$ cat src/rtl/rst_sequencer.sv
// Staged reset controller: releases memory, peripheral and core resets in order and serves
// software reset requests. Optional rst_cause output enabled by defining RST_SEQ_CAUSE_EN.
module rst_sequencer #(
    parameter int unsigned HOLD_CYCLES = 16,
    parameter int unsigned STAGE_GAP   = 4,
    parameter int unsigned CNT_W       = 8
) (
    input  logic       clk,
    input  logic       rst_sync,
    input  logic       sw_rst_req,
    output logic       sw_rst_ack,
    output logic       rst_mem,
    output logic       rst_periph,
    output logic       rst_core,
`ifdef RST_SEQ_CAUSE_EN
    output logic       rst_done,
    output logic [1:0] rst_cause
`else
    output logic       rst_done
`endif
);

    typedef enum logic [1:0] {
        HOLD,
        REL_MEM,
        REL_PER,
        RUN
    } state_t;

    localparam logic [CNT_W-1:0] HOLD_LAST = CNT_W'(HOLD_CYCLES - 1);
    localparam logic [CNT_W-1:0] GAP_LAST  = CNT_W'(STAGE_GAP - 1);

    state_t           state, state_nxt;
    logic [CNT_W-1:0] cnt, cnt_nxt;
    logic             armed, armed_nxt;
    logic             sw_accept;

    logic             mem_d, periph_d, core_d, done_d;
`ifdef RST_SEQ_CAUSE_EN
    logic [1:0]       cause_d;
`endif

    // State register; outputs are registered from values decoded off the next state.
    always_ff @(posedge clk) begin
        if (rst_sync) begin
            state      <= HOLD;
            cnt        <= '0;
            armed      <= 1'b0;
            rst_mem    <= 1'b1;
            rst_periph <= 1'b1;
            rst_core   <= 1'b1;
            rst_done   <= 1'b0;
            sw_rst_ack <= 1'b0;
`ifdef RST_SEQ_CAUSE_EN
            rst_cause  <= 2'b01;
`endif
        end else begin
            state      <= state_nxt;
            cnt        <= cnt_nxt;
            armed      <= armed_nxt;
            rst_mem    <= mem_d;
            rst_periph <= periph_d;
            rst_core   <= core_d;
            rst_done   <= done_d;
            sw_rst_ack <= sw_accept;
`ifdef RST_SEQ_CAUSE_EN
            rst_cause  <= cause_d;
`endif
        end
    end

    always_comb begin
        state_nxt = state;
        cnt_nxt   = cnt + CNT_W'(1);
        sw_accept = 1'b0;
        armed_nxt = armed | ~sw_rst_req;
        case (state)
            HOLD: begin
                if (cnt == HOLD_LAST) begin
                    state_nxt = REL_MEM;
                    cnt_nxt   = '0;
                end
            end
            REL_MEM: begin
                if (cnt == GAP_LAST) begin
                    state_nxt = REL_PER;
                    cnt_nxt   = '0;
                end
            end
            REL_PER: begin
                if (cnt == GAP_LAST) begin
                    state_nxt = RUN;
                    cnt_nxt   = '0;
                end
            end
            RUN: begin
                cnt_nxt = cnt;
                // A request must have been seen low once before it can restart the sequence.
                if (armed && sw_rst_req) begin
                    state_nxt = HOLD;
                    cnt_nxt   = '0;
                    sw_accept = 1'b1;
                    armed_nxt = 1'b0;
                end
            end
            default: begin
                state_nxt = HOLD;
                cnt_nxt   = '0;
            end
        endcase
    end

    always_comb begin
        mem_d    = (state_nxt == HOLD);
        periph_d = (state_nxt == HOLD) || (state_nxt == REL_MEM);
        core_d   = (state_nxt != RUN);
        done_d   = (state_nxt == RUN);
`ifdef RST_SEQ_CAUSE_EN
        cause_d  = sw_accept ? 2'b10 : rst_cause;
`endif
    end

endmodule
$ cat config.mk
export PLATFORM = sky130hd
export DESIGN_NAME = rst_sequencer
export DESIGN_NICKNAME = d
export VERILOG_FILES = /design/src/rtl/rst_sequencer.sv
export SDC_FILE = /design/constraint.sdc
export NUM_CORES = 1
export LEC_CHECK = 0
export CORE_AREA = 2 2 39 41
export DETAILED_ROUTE_END_ITERATION = 8
export DIE_AREA = 0 0 41 43
export DONT_BUFFER_PORTS = 1
export PLACE_DENSITY = 0.74
export SYNTH_ARGS = -nofsm -noshare
export SYNTH_HDL_FRONTEND = slang
export SYNTH_SLANG_ARGS = --single-unit
$ cat constraint.sdc
create_clock -name clk -period 2.95 [get_ports clk]
set_input_delay 0.59 -clock clk [delete_from_list [all_inputs] [get_ports clk]]
set_output_delay 0.59 -clock clk [all_outputs]
set_load 0.05 [all_outputs]
==> metrics <==
die area 1763 µm²; Die Span X 41 µm; YS warnings 0; pwr dens around 420 nW/µm²; MaxCap Viol Count 0; syn nets 88; total number of vias ~580; Cell Area, Synth 792.0 µm²; CTS tree yes; RSZ-0062 raised after global routing false; I/O pin count 8; Worst Path Arrival approximately 2.1 ns; Power Total 0.3517 mW; Core Area 1384 µm²; setup TNS 0 ns; Hold Buf Count CTS 0; Max Slew Vio Count 0; Hold Crit Depth 1; CP endpoint kind flop; Placer Congestion 0.7918; ys async rst share 0%; startpoint types flop; largest net degree at the start of global routing 9; Antenna diodes 0; area delta synth->final 5.371%; initial drt markers 6; CTS buffer count 3; Worst R2R End cnt[5]; gr usage total approximately a fifth; Crit path required time 3.11 ns; min-delay src rst_sync; clock skew 0.002732 ns; share of cells above drive strength 1 about an eighth; Nets 93; root buf cell clkbuf_4; Mapped Cells 80; vias in the first global route 530; reg2reg setup slack 1.05 ns; DPL Wire Length 1004 µm; register area share after synthesis 40.44%; Clock Latency Late Sink between 0.2 and 0.3 ns; initial antenna violation count 0; Rel. slew slack 61.62%; Mean Syn Cell Area a little under 10 µm²; Hold Path End state[0]; Seq cells post-synth 16; Final Hold Viols 0; leakage 0.2919 nW; ys flop type dfxtp_1; status finished, final reports clean; Critical Path Fanout Max 7; Worst Tran Pin Value 0.5757 ns; min cycle time layout 1.905 ns; HP Class in2reg; final setup fails 0; clk sink count 16; launching point of the worst reg2reg path cnt[0]; Core Rows 14; DR vias/cell between 5 and 6; residual DRC count 0; kind of critical path reg2reg; post-CTS setup buffer count 0; htree depth 1; CTS resizes 0; first-pass GRT wire length around 2300 µm; starting density of the core 57.23%; Overflow after GRT 0; routed wire length 1388 µm; Detail Route Antenna Nets 0; I/O Buffers 0; Reg2Reg Depth 5; Yosys cell types 31; maximum vdd ir drop 0.3278 mV; Avg WL per Cell 14.02 µm; clk slew on worst S/H paths 0.09 ns; Clock Tree Buf Depth 2; Inst Count DP 96; period utilization 64.56%; Die Ht 43 µm; hold slack about 0.36 ns; Core Util, Final around three fifths; f_max 525.0 MHz; TritonRoute pass-1 iters 4; non-filler cells, final 99; Post-synth EDFFs 0
[metal layers]
layer  global-route usage (%)  wire [µm]  up-vias  share of wire, %
li1                         -          -      296                 -
met1                    26.58        708      259                51
met2                    25.62        589       16                42
met3                    4.188         52        6               3.7
met4                    12.00         37        0               2.7
met5                        0          0        -                 0
[sequential cells by signal, indices dropped and copies added, names as in the netlist]
signal	cells
armed	1
cnt	8
rst_core	1
rst_done	1
rst_mem	1
rst_periph	1
state	2
sw_rst_ack	1
[where the power goes]
group          internal (mW)  switching, mW
registers              0.220        0.00516
logic                0.00578        0.00675
clock network         0.0475         0.0660
[stage by stage]
step	setup WS [ns]	instance area, µm²
after CTS	1.054	834.6
after floorplan	1.238	792.0
after detailed placement	1.052	812.0
after global placement	1.085	812.0
final	1.045	834.6
after global routing	0.8953	834.6
[final cells by class]
cell class                      instances  area [µm²]
Tap cell                               16       20.02
Clock buffer                            3       22.52
Sequential cell                        16       320.3
Inverter                                4       15.01
Fill cell                             124       549.3
Multi-Input combinational cell         60       456.7
[Yosys cell counts (2+ instances only)]
cell type,number,area [µm²]
nand3_1,2,10.01
dfxtp_1,16,320.3
nor3_1,2,10.01
inv_1,4,15.01
a21boi_0,2,15.01
nand4_1,2,12.51
ha_1,5,62.56
nand2b_1,2,12.51
nand2_1,4,15.01
xnor2_1,4,35.03
xor2_1,3,26.28
a21oi_1,3,15.01
a21o_1,2,15.01
a21bo_2,3,30.03
nor2_1,10,37.54
[worst max-delay path by stage]
stage | startpoint | endpoint | slack, ns | cells after the start
after global routing | cnt[0] | cnt[5] | 0.90 | 5
after CTS | cnt[0] | cnt[5] | 1.05 | 5
final | cnt[0] | cnt[5] | 1.05 | 5
after detailed placement | state[0] | rst_core | 1.05 | 5
after floorplan | cnt[0] | rst_core | 1.24 | 5
after global placement | state[0] | rst_core | 1.08 | 5
[worst max-delay path, stage by stage (launching register included)]
cell	delay, ns
dfxtp_1	0.38
ha_1	0.26
nor4b_2	0.36
a21boi_0	0.17
o221ai_1	0.50
nor2_1	0.11
[placed cells by master, fill, tap and decap left out, types with 2 or more instances in the layout]
| cell | count |
|---|---|
| a21bo_2 | 3 |
| a21boi_0 | 2 |
| a21o_1 | 2 |
| a21oi_1 | 3 |
| clkbuf_4 | 3 |
| dfxtp_1 | 16 |
| ha_1 | 5 |
| inv_1 | 4 |
| nand2_1 | 4 |
| nand2b_1 | 2 |
| nand3_1 | 2 |
| nand4_1 | 2 |
| nor2_1 | 10 |
| nor3_1 | 2 |
| xnor2_1 | 4 |
| xor2_1 | 3 |
[cell families (layout without fill, tap and decap cells)]
kind of cell | Yosys count | in the layout | share of synthesized area [%]
AO/OA/AOI/OAI | 18 | 18 | 20.06
adder cells (fa/ha/maj) | 5 | 5 | 7.899
buffers and inverters | 4 | 7 | 1.895
XOR/XNOR | 7 | 7 | 7.741
flip-flops | 16 | 16 | 40.44
AND/OR/NAND/NOR | 30 | 30 | 21.96
Note: power is estimated with default switching activity, not from simulation.
